==> config.mk <==
export PLATFORM = sky130hd
export DESIGN_NAME = pipe_skid_stage
export DESIGN_NICKNAME = d
export VERILOG_FILES = /design/src/rtl/pipe_skid_stage_pkg.sv /design/src/rtl/pipe_skid_stage_sat_counter.sv /design/src/rtl/pipe_skid_stage.sv
export SDC_FILE = /design/constraint.sdc
export NUM_CORES = 1
export LEC_CHECK = 0
export ABC_AREA = 1
export BUFFER_PORTS_ARGS = -buffer_cell sky130_fd_sc_hd__buf_2
export CAP_MARGIN = 20
export CELL_PAD_IN_SITES_DETAIL_PLACEMENT = 2
export CELL_PAD_IN_SITES_GLOBAL_PLACEMENT = 2
export CORE_UTILIZATION = 27
export DETAILED_ROUTE_END_ITERATION = 8
export PLACE_DENSITY_LB_ADDON = 0.1
export SLEW_MARGIN = 20
export SYNTH_ARGS = -nofsm -noshare
export SYNTH_HDL_FRONTEND = slang
export SYNTH_SLANG_ARGS = --single-unit
==> constraint.sdc <==
create_clock -name clk -period 1.75 [get_ports clk]
set_input_delay 0.0875 -clock clk [delete_from_list [all_inputs] [get_ports clk]]
set_output_delay 0.0875 -clock clk [all_outputs]
set_load 0.01 [all_outputs]
==> src/rtl/pipe_skid_stage_pkg.sv <==
// ---------------------------------------------------------------------------
// pipe_skid_stage_pkg
//   Shared pipeline definitions: skid-stage state encoding, occupancy width,
//   per-stage payload width defaults and the state -> occupancy helper.
//   No ports (package).
// ---------------------------------------------------------------------------
package pipe_skid_stage_pkg;

    // Held-payload state of a two-entry skid stage.
    typedef enum logic [1:0] {
        ST_EMPTY = 2'd0,   // nothing held
        ST_BUSY  = 2'd1,   // main valid
        ST_FULL  = 2'd2    // main and skid valid
    } skid_state_e;

    localparam int OCC_W = 2;

    // Per-stage payload widths (rd_addr, rd_data, s_data, optype, opname).
    localparam int SKID_DATA_W    = 80;
    localparam int DECODE_DATA_W  = 80;
    localparam int EXECUTE_DATA_W = 80;
    localparam int SKID_CNT_W     = 16;

    function automatic logic [OCC_W-1:0] occ_of(input skid_state_e s);
        logic [OCC_W-1:0] occ;
        occ = '0;
        case (s)
            ST_EMPTY: occ = 2'd0;
            ST_BUSY:  occ = 2'd1;
            ST_FULL:  occ = 2'd2;
            default:  occ = 2'd0;
        endcase
        return occ;
    endfunction

endpackage

==> src/rtl/pipe_skid_stage_sat_counter.sv <==
// ---------------------------------------------------------------------------
// sat_counter
//   Saturating up-counter with synchronous clear.
//   Ports:
//     clk   in  1      clock, rising edge
//     rst   in  1      synchronous active-low reset (count -> 0)
//     clr   in  1      clear to 0; wins over inc
//     inc   in  1      increment by one, holding at all-ones
//     count out CNT_W  current count
// ---------------------------------------------------------------------------
module sat_counter #(
    parameter int CNT_W = 16
) (
    input  logic             clk,
    input  logic             rst,
    input  logic             clr,
    input  logic             inc,
    output logic [CNT_W-1:0] count
);

    always_ff @(posedge clk) begin
        if (!rst) begin
            count <= '0;
        end else if (clr) begin
            count <= '0;
        end else if (inc && (count != {CNT_W{1'b1}})) begin
            count <= count + 1'b1;
        end
    end

endmodule

==> src/rtl/pipe_skid_stage.sv <==
// ---------------------------------------------------------------------------
// pipe_skid_stage
//   Two-entry (main + skid) pipeline register stage with a registered
//   in_ready, flush, global run enable and a stall statistics counter.
//   Ports:
//     clk        in  1       clock, rising edge
//     rst        in  1       synchronous active-low reset
//     rdy        in  1       global run enable; 0 freezes the stage
//     flush      in  1       discard all held payloads
//     in_valid   in  1       upstream payload valid
//     in_data    in  DATA_W  upstream payload
//     in_ready   out 1       stage accepts in_data this cycle
//     out_valid  out 1       out_data valid
//     out_data   out DATA_W  payload to next stage (always main)
//     out_ready  in  1       downstream accepts out_data
//     occupancy  out 2       held payloads 0/1/2
//     stall_cnt  out CNT_W   cycles with out_valid=1 and out_ready=0
//     stat_clr   in  1       clear stall_cnt
//
//   Handshake: a transfer happens on an edge where valid and ready are both
//   1 on that side; valid never waits on ready. in_ready is derived only
//   from registered state plus rst/rdy/flush, so out_ready never reaches it
//   combinationally -- the skid register absorbs the one payload that may
//   arrive in the cycle downstream stalls.
// ---------------------------------------------------------------------------
module pipe_skid_stage
    import pipe_skid_stage_pkg::*;
#(
    parameter int                DATA_W = SKID_DATA_W,
    parameter logic [DATA_W-1:0] BUBBLE = '0,
    parameter int                CNT_W  = SKID_CNT_W
) (
    input  logic              clk,
    input  logic              rst,
    input  logic              rdy,
    input  logic              flush,
    input  logic              in_valid,
    input  logic [DATA_W-1:0] in_data,
    output logic              in_ready,
    output logic              out_valid,
    output logic [DATA_W-1:0] out_data,
    input  logic              out_ready,
    output logic [OCC_W-1:0]  occupancy,
    output logic [CNT_W-1:0]  stall_cnt,
    input  logic              stat_clr
);

    skid_state_e       state;
    logic [DATA_W-1:0] main_reg;
    logic [DATA_W-1:0] skid_reg;
    logic              in_xfer;
    logic              out_xfer;

    assign in_ready  = rst && rdy && !flush && (state != ST_FULL);
    assign out_valid = rst && rdy && (state != ST_EMPTY);
    assign out_data  = main_reg;
    assign occupancy = rst ? occ_of(state) : '0;

    assign in_xfer  = in_valid && in_ready;
    assign out_xfer = out_valid && out_ready;

    // Priority: reset > flush > rdy=0 (hold) > normal. With rdy=0 both
    // transfer strobes are 0, so the normal case arm simply holds.
    always_ff @(posedge clk) begin
        if (!rst) begin
            state    <= ST_EMPTY;
            main_reg <= BUBBLE;
            skid_reg <= BUBBLE;
        end else if (flush) begin
            state    <= ST_EMPTY;
            main_reg <= BUBBLE;
            skid_reg <= BUBBLE;
        end else if (rdy) begin
            case (state)
                ST_EMPTY: begin
                    if (in_xfer) begin
                        main_reg <= in_data;
                        state    <= ST_BUSY;
                    end
                end
                ST_BUSY: begin
                    if (in_xfer && out_xfer) begin
                        main_reg <= in_data;
                    end else if (in_xfer) begin
                        skid_reg <= in_data;
                        state    <= ST_FULL;
                    end else if (out_xfer) begin
                        state <= ST_EMPTY;
                    end
                end
                ST_FULL: begin
                    if (out_xfer) begin
                        main_reg <= skid_reg;
                        skid_reg <= BUBBLE;
                        state    <= ST_BUSY;
                    end
                end
                default: begin
                    state    <= ST_EMPTY;
                    main_reg <= BUBBLE;
                    skid_reg <= BUBBLE;
                end
            endcase
        end
    end

    // out_valid already folds in rst and rdy, so a frozen stage never counts.
    sat_counter #(
        .CNT_W(CNT_W)
    ) u_stall_cnt (
        .clk  (clk),
        .rst  (rst),
        .clr  (stat_clr),
        .inc  (out_valid && !out_ready),
        .count(stall_cnt)
    );

endmodule

==> results of run 1 <==
where the power goes:
part | internal, mW | total (mW) | switching [mW] | leakage [nW]
Combinational | 0.459 | 1.04 | 0.579 | 2.75
Sequential | 4.11 | 4.15 | 0.0377 | 1.44
Clock | 2.17 | 3.97 | 1.81 | 0.295
routing by layer:
metal | up-vias | GRT usage (%)
li1 | 4183 | -
met1 | 4223 | 24.2
met2 | 142 | 35.4
met3 | 35 | 3.61
met4 | 2 | 5.39
met5 | - | 0
path summary, 6_finish.rpt:
check,slack (ps),depth (start not counted),to,from
hold / removal,10,5,skid_reg[43],in_data[43]
setup reg to reg,-10,12,skid_reg[4],state[0]
hold reg to reg,480,2,skid_reg[51],skid_reg[51]
setup / recovery,-10,12,skid_reg[4],state[0]
layout make-up:
class                      instances  area, µm²  share of cell area (%)
clock buffer                      18        439                    3.89
inverter                          19       83.8                   0.743
tap                              390        488                    4.32
clock inverter                    14        154                    1.36
sequential                       178       3570                    31.7
timing repair buffer             279       2140                    19.0
multi-input combinational        869       4410                    39.0
cells in the final DEF (no fill, tap or decap), types with 11 or more instances in the layout:
master and count:
nor2_1 262, o21ai_1 39, nand3_1 90, dfxtp_1 175, buf_12 25, a22o_1 80
clkbuf_16 22, buf_4 44, nor2_2 69, nand2_1 218, nor2_4 15, a21oi_1 14
buf_2 186, buf_6 11, inv_1 11, o21ai_0 38
kinds of logic after synthesis:
| family | Yosys count | share of synthesized area [%] |
|---|---|---|
| simple gates | 678 | 35.0 |
| xor+xnor | 10 | 1.06 |
| fa+ha+maj | 1 | 0.152 |
| flops | 178 | 43.3 |
| buf+inv | 105 | 5.86 |
| compound gates | 180 | 14.6 |
worst register-to-register path, delay by kind of cell, from the launching register on:
| family | cells | cell delay, ps |
|---|---|---|
| and+or+nand+nor | 6 | 600 |
| buffers and inverters | 6 | 710 |
| DFF | 1 | 380 |
metrics by stage:
step | power [mW] | util [%] | instance area [µm²]
6_report | 9.16 | 37.9 | 11300
2_1_floorplan | 4.76 | - | 8250
3_5_place_dp | 5.21 | 34.2 | 10200
3_3_place_gp | 5.19 | 34.2 | 10200
5_1_grt | 9.56 | 37.9 | 11300
4_1_cts | 9.26 | 36.7 | 10900
what timing repair did:
action                     in CTS  in global routing
setup endpoints to repair     160                161
buffers inserted                1                  1
resized for setup              14                104
gates cloned                    2                  5
pin swaps                       1                 10
hold buffers                    5                  0
hold endpoints to repair        5                  0
==> flow_summary_export.csv, run 1 <==
group,metric,value,unit
worst_setup_path,slowest_stage,"dfxtp_4",
route,routed_wl,31.0,mm
run,drv_cap,0,
clock_network,cts_buffers,17,
logic_synthesis,synth.avg_cell_area,7.15,µm²
sta,hold_ws,13.3,ps
logic_synthesis,netlist_instances,1152,
logic_synthesis,async_flop_share,0,%
place,gp_congestion,0.739,
logic_synthesis,synth_edf_count,0,
place,pre_cts_ws,-108,ps
power_and_ir_drop,power_density,812,nW/µm²
die,die_area,31200,µm²
logic_synthesis,synth_flop_cell,"dfxtp_1",
sta,hold_viol,0,
die,dieHeight,177,µm
sta,min_period,1760,ps
sta,clock.fmax,568,MHz
status,violations,"setup timing",
route,drtAntennaViolNets,0,
worst_setup_path,critPathBufInv,6,
worst_setup_path,worst_setup_path_start_kind,"register",
die,design.core.area,29800,µm²
worst_setup_path,crit_required,2130,ps
clock_network,clock-sinks,178,
clock_network,cts.htree.levels,4,
logic_synthesis,synth_area_leaders,"dfxtp_1 (43%), nor2_1 (13%), nand2_1 (10%)",
worst_setup_path,critical_path.top_delay_family,"buffers and inverters",
clock_network,clockRootBuffer,"clkbuf_16",
route,first_pass_iters,7,
global_routing,grtUsageTotal,19.8,%
final_layout,fill_cells,3540,
logic_synthesis,yosys_warnings,0,
final_layout,final_cells,1767,
worst_setup_path,worstSetupEndpointType,"register",
die,io-pin-count,187,
route,wl_met2,15.3,mm
place,portBuffers,186,
final_layout,layout-drive-gt1-share,30.7,%
worst_setup_path,crit_path_cell_trace,"inv_4 > nand2_4 > nand3_4 > buf_6 > buf_6 > nand2_4 > inv_4 > nor3_4 > buf_8 > clkbuf_16 > nor2_2 > nor2_2",
logic_synthesis,ys_seq_area_share,43.3,%
logic_synthesis,ys_top_cells_by_count,"nor2_1 (284), nand2_1 (221), dfxtp_1 (178), nand3_1 (90), o21ai_0 (84)",
global_routing,grt_pass1_vias,9198,
worst_setup_path,setup.worst_path.class,"register to register",
worst_setup_path,crit_arrival,2140,ps
final_layout,synthToLayoutAreaGrowth,37.0,%
power_and_ir_drop,ir_drop,0.606,mV
logic_synthesis,yosysTopAreaCell,"dfxtp_1",
logic_synthesis,yosys.area.top_type_share,43.3,%
clock_network,worstSkewPairLatency,450,ps
route,drt_iter0_drc,284,
global_routing,antenna_found_initial,1,
global_routing,grt_first_pass_wirelength,48.6,mm
route,wl_per_cell,17.6,µm
clock_network,clk_pin_slew,80,ps
logic_synthesis,synthesis.nets,1240,
sta,fin_setup_tns,-28.8,ps
place,place_inst,1721,
global_routing,grt_overflow,0,
route,drc_errors,0,
die,initial_core_util,27.6,%
logic_synthesis,ys_ff_latch,178,
route,m1WireLength,14.1,mm
route,vias,8585,
sta,finClkSkew,14.9,ps
route,routed.top_layer,"met5",
min_path,hold_path.class,"input port to register",
sta,finalSetupViolations,10,
sta,max_slew_margin,67.4,%
place,place_hpwl,20.4,mm
worst_setup_path,max_stage_delay,380,ps
die,die_w,177,µm
worst_setup_path,critPathMaxFanout,7,
clock_network,clock_path_buffers,2,
final_layout,layout.nets,1452,
sta,slew_viol_final,0,
logic_synthesis,synth.most_common_cell,"nor2_1",
sta,worst_pin_slew,489,ps
logic_synthesis,ys_types,28,
sta,period_share,101,%
route,drt-vias-per-instance,4.86,
logic_synthesis,synth_area,8240,µm²
sta,fin_ws,-9.66,ps
route,met3WireLength,1.11,mm
clock_network,cts_tree,"yes",
sta,grt_setup_unrepaired,"yes",
die,row_count,63,
final_layout,insertedDiodeCount,0,
status,status,"finished, violations left",
global_routing,grt_max_degree,68,
power_and_ir_drop,leakagePower,4.49,nW
No activity file was read; power rests on OpenSTA's default activity.
==> run 2, diff against run 1 <==
==> constraint.sdc (replaced) <==
create_clock -name clk -period 1.75 [get_ports clk]
set_input_delay 0.0875 -clock clk [delete_from_list [all_inputs] [get_ports clk]]
set_output_delay 0.0875 -clock clk [all_outputs]
set_load 0.05 [all_outputs]
==> run 2 against run 1 <==
The flow now finishes without violations; combinational power grew 7%; maximum frequency up 3.7%; register-to-register slack improved by 60 ps; clock skew increased by 3.0 ps; die area is the same; power rose by 0.78%; largest cell class unchanged; cell count decreased by 1.5%; largest power group unchanged; highest routed layer unchanged; sequential power about the same; global-route usage down 0.21 points; worst setup slack better by 62 ps.
==> flow_summary_export.csv, run 2 (synthesized netlist as in run 1, its figures left out) <==
group,metric,value,unit
status,status,"completed",
sta,max_slew_margin,64.3,%
die,die_w,177,µm
clock_network,cts_tree,"yes",
min_path,hold_path.class,"input port to register",
final_layout,synthToLayoutAreaGrowth,32.5,%
die,design.core.area,29800,µm²
sta,period_share,97.0,%
power_and_ir_drop,leakagePower,4.27,nW
worst_setup_path,crit_required,2070,ps
place,place_hpwl,19.5,mm
power_and_ir_drop,p_comb_share,12.1,%
power_and_ir_drop,clkPwrFrac,43.0,%
global_routing,grt_max_degree,93,
route,first_pass_iters,4,
power_and_ir_drop,power,9.23,mW
global_routing,grtUsageTotal,19.6,%
final_layout,seqCellArea,3590,µm²
sta,worst_pin_slew,535,ps
die,die_area,31200,µm²
clock_network,clk_pin_slew,70,ps
clock_network,clockRootBuffer,"clkbuf_16",
clock_network,worstSkewPairLatency,440,ps
final_layout,fin_area,10900,µm²
power_and_ir_drop,internal-power,6.70,mW
power_and_ir_drop,power_density,846,nW/µm²
sta,fin_ws,52.7,ps
worst_setup_path,setup.worst_path.class,"register to register",
clock_network,clock_path_buffers,2,
die,dieHeight,177,µm
clock_network,clock-sinks,178,
run,drv_cap,0,
final_layout,layout.nets,1425,
place,place_inst,1692,
final_layout,final_cells,1741,
clock_network,cts_buffers,17,
worst_setup_path,max_stage_delay,360,ps
global_routing,grt_pass1_vias,9072,
worst_setup_path,crit_path_cell_trace,"inv_2 > nand2_2 > buf_4 > inv_8 > nand2_4 > nand2_1 > inv_1 > nand2_4 > inv_8 > clkbuf_16 > nor2_1 > nor2_1",
clock_network,post_cts_buffers,0,
route,vias,8486,
global_routing,antenna_found_initial,3,
sta,finalSetupViolations,0,
final_layout,layout-drive-gt1-share,28.7,%
power_and_ir_drop,swShare,27.4,%
final_layout,multiInputGateArea,4310,µm²
sta,finClkSkew,17.9,ps
power_and_ir_drop,ir_drop,0.601,mV
place,portBuffers,186,
global_routing,grt_overflow,0,
worst_setup_path,critPathMaxFanout,18,
die,io-pin-count,187,
place,pre_cts_ws,28.1,ps
worst_setup_path,worstSetupEndpointType,"register",
place,gp_congestion,0.724,
route,drc_errors,0,
power_and_ir_drop,seqPwrFrac,44.9,%
sta,clock.fmax,589,MHz
sta,hold_viol,0,
power_and_ir_drop,switching_power,2.53,mW
die,initial_core_util,27.6,%
final_layout,fill_cells,3516,
sta,fin_setup_tns,0,ps
worst_setup_path,worst_setup_path_start_kind,"register",
worst_setup_path,slowest_stage,"dfxtp_4",
route,drt_iter0_drc,311,
die,row_count,63,
sta,hold_ws,18.9,ps
final_layout,layout_commonest_cell,"nor2_1",
global_routing,grt_first_pass_wirelength,48.1,mm
route,drt-vias-per-instance,4.87,
place,dpl-instance-area,10000,µm²
sta,slew_viol_final,0,
final_layout,final_cell_mix,"nor2_1 (265), nand2_1 (220), buf_2 (185), dfxtp_1 (164), nand3_1 (89)",
sta,grt_setup_unrepaired,"yes",
route,routed_wl,30.8,mm
route,wl_per_cell,17.7,µm
clock_network,cts.htree.levels,4,
final_layout,fin_util,36.6,%
sta,min_period,1700,ps
route,drtAntennaViolNets,0,
worst_setup_path,crit_arrival,2020,ps
## run 2: worst paths after layout
path | from | to | slack [ps] | cells after the start
setup / recovery | state[0] | out_data[27] | 50 | 12
hold / removal | in_data[66] | skid_reg[66] | 20 | 5
setup reg to reg | state[0] | out_data[27] | 50 | 12
hold reg to reg | skid_reg[57] | skid_reg[57] | 470 | 2
## run 2: timing repair
action                                  CTS  global route
hold buffers                             11             0
resized for setup                         4            32
endpoints found under the hold margin    11             0
cloned                                    2             3
endpoints found under the setup margin    2            84
## run 2: power groups by stage
stage	Combinational, mW	Sequential, mW	Clock, mW
floorplan	0.510	4.38	0
detailed placement	1.05	4.24	0
CTS	1.09	4.14	4.11
global placement	1.04	4.24	0
finish	1.11	4.14	3.97
global route	1.22	4.15	4.25
## run 2: cell type report
cell class	count	share of cell area, %
flip-flops and latches	178	32.9
repair buffers	252	16.9
clock inverters	13	1.39
well taps	390	4.47
multi-input cells	869	39.5
clock buffers	18	4.02
inverters	19	0.791
diodes	2	0.0459
## run 2: per-layer routing
layer  share of wire, %  vias to the layer above  routed length, µm  global-route usage (%)
met4                1.3                        2                410                    5.68
met1                 46                     4174              14300                    24.4
met3                3.3                       28               1010                    2.84
met2                 49                      140              15100                    34.9
li1                   -                     4142                  -                       -
met5              0.026                        -                  8                       0
## run 2: worst max-delay path, delay by kind of cell, from the launching register on
kind          cells  cell delay [ps]
buf+inv           6              660
simple gates      6              550
flops             1              360
==> run 3, diff against run 2 <==
--- a/config.mk
+++ b/config.mk
@@ -10,8 +10,9 @@
 export CAP_MARGIN = 20
 export CELL_PAD_IN_SITES_DETAIL_PLACEMENT = 2
 export CELL_PAD_IN_SITES_GLOBAL_PLACEMENT = 2
-export CORE_UTILIZATION = 27
+export CORE_UTILIZATION = 32
 export DETAILED_ROUTE_END_ITERATION = 8
+export HOLD_SLACK_MARGIN = 0.05
 export PLACE_DENSITY_LB_ADDON = 0.1
 export SLEW_MARGIN = 20
 export SYNTH_ARGS = -nofsm -noshare
==> constraint.sdc (replaced) <==
create_clock -name clk -period 2.1 [get_ports clk]
set_input_delay 0.105 -clock clk [delete_from_list [all_inputs] [get_ports clk]]
set_output_delay 0.105 -clock clk [all_outputs]
set_load 0.05 [all_outputs]
==> run 3 against run 2 <==
Sequential share of layout area increased by 1.0 points; critical path depth decreased by 6; register-to-register slack improved by 140 ps; flip-flop and latch count unchanged; non-clock buffer count decreased by 3.
==> flow_summary_export.csv, run 3 (synthesized netlist as in run 1, its figures left out) <==
group,metric,value,unit
global_routing,grt_first_pass_wirelength,47.6,mm
route,drt-vias-per-instance,5.07,
worst_setup_path,crit_arrival,1890,ps
sta,max_slew_margin,59.9,%
worst_setup_path,rrSetupSlack,190,ps
worst_setup_path,crit_required,2000,ps
route,drt_iter0_drc,312,
place,pre_cts_ws,190,ps
sta,grt_setup_unrepaired,"no",
global_routing,grt_overflow,0,
run,drv_cap,0,
sta,slew_viol_final,0,
worst_setup_path,max_stage_delay,480,ps
route,first_pass_iters,4,
die,die_w,162,µm
power_and_ir_drop,ir_drop,0.460,mV
die,dieHeight,162,µm
worst_setup_path,worstSetupEndpointType,"output port",
sta,fin_setup_tns,0,ps
die,io-pin-count,187,
power_and_ir_drop,leakagePower,4.11,nW
sta,min_period,2000,ps
global_routing,grt_max_degree,87,
worst_setup_path,worst_setup_path_start_kind,"register",
clock_network,cts_buffers,17,
clock_network,cts_tree,"yes",
final_layout,layout.nets,1422,
worst_setup_path,setup.worst_path.class,"register to output port",
die,die_area,26400,µm²
clock_network,worstSkewPairLatency,430,ps
sta,period_share,95.2,%
die,design.core.area,25200,µm²
route,drtAntennaViolNets,0,
place,portBuffers,186,
clock_network,cts_resized,0,
worst_setup_path,worst_path_most_repeated_cell,"inv_2",
die,row_count,58,
sta,clock.fmax,500,MHz
status,status,"completed",
power_and_ir_drop,power_density,729,nW/µm²
final_layout,layout-drive-gt1-share,24.4,%
clock_network,clk_pin_slew,80,ps
sta,worst_pin_slew,601,ps
sta,finClkSkew,14.2,ps
worst_setup_path,critPathMaxFanout,66,
worst_setup_path,slowest_stage,"dfxtp_1",
global_routing,antenna_found_initial,1,
worst_setup_path,crit_path_cell_trace,"inv_2 > nand2_2 > inv_2 > buf_12 > nor3_1 > buf_2",
die,initial_core_util,32.7,%
sta,hold_viol,0,
route,wl_per_cell,17.4,µm
global_routing,grt_pass1_vias,9173,
place,gp_congestion,0.761,
place,place_hpwl,18.8,mm
final_layout,layout_commonest_cell,"nor2_1",
power_and_ir_drop,power,7.67,mW
clock_network,cts.htree.levels,4,
clock_network,clock_path_buffers,2,
clock_network,clockRootBuffer,"clkbuf_16",
final_layout,fin_util,41.8,%
sta,finalSetupViolations,0,
min_path,hold_path.class,"input port to register",
global_routing,grtUsageTotal,22.8,%
route,vias,8505,
worst_setup_path,critPathBufInv,4,
sta,fin_ws,100,ps
route,drc_errors,0,
final_layout,final_cell_mix,"nor2_1 (281), nand2_1 (220), buf_2 (186), dfxtp_1 (176), nand3_1 (90)",
clock_network,clock-sinks,178,
sta,hold_ws,65.1,ps
route,routed_wl,29.2,mm
final_layout,synthToLayoutAreaGrowth,27.7,%
worst_setup_path,critical_path.top_delay_family,"buffers and inverters",
## run 3: cell types whose count changed in the layout (fill, tap and decap cells not counted), sizes merged
cell / change
dlygate4sd3: +25
buf: -24
clkinv: -4
clkinvlp: +3
bufbuf: -2
diode: -1
## run 3: metal layers
metal	GRT usage, %	vias to the layer above	share of wire [%]
li1	-	4122	-
met1	26.5	4217	44
met2	42.4	139	51
met3	3.26	27	2.8
met4	7.33	0	1.6
met5	0	-	0
## run 3: worst min-delay path, cell delays in order
cell     delay [ps]
buf_2           110
nand2_1          60
nand3_1          70
nand2_1          80
nor2_2           40
## run 3: final cells by class
cell class                 instances  area, µm²
clock buffer                      20        457
multi-input combinational        869       4220
antenna                            1       2.50
timing repair buffer             249       1640
sequential                       178       3570
inverter                          19       71.3
tap                              330        413
clock inverter                    12        146
fill                            3008      14700
## run 3: power by group
group | switching [mW] | leakage, nW | total [mW] | internal (mW)
clock network | 1.48 | 0.286 | 3.32 | 1.85
registers | 0.0310 | 1.44 | 3.46 | 3.42
logic | 0.551 | 2.38 | 0.885 | 0.335
total | 2.06 | 4.11 | 7.67 | 5.61
## run 3: through the flow
| stage | instance area [µm²] | std cells |
|---|---|---|
| 2_1_floorplan | 8240 | 1152 |
| 3_3_place_gp | 9550 | 1609 |
| 3_5_place_dp | 9550 | 1609 |
| 4_1_cts | 10500 | 1677 |
| 5_1_grt | 10500 | 1678 |
| 6_report | 10500 | 1678 |
## run 3: repair_timing
action                                 CTS  global route
setup buffers                            0             0
hold buffers                            36             0
endpoints found under the hold margin   36             0
## run 3: final timing paths
kind	depth (start not counted)	endpoint	startpoint
worst max-delay path	6	in_ready	state[0]
worst min-delay path	5	skid_reg[27]	in_data[27]
worst max register to register	9	skid_reg[71]	state[0]
worst min register to register	2	skid_reg[41]	skid_reg[41]
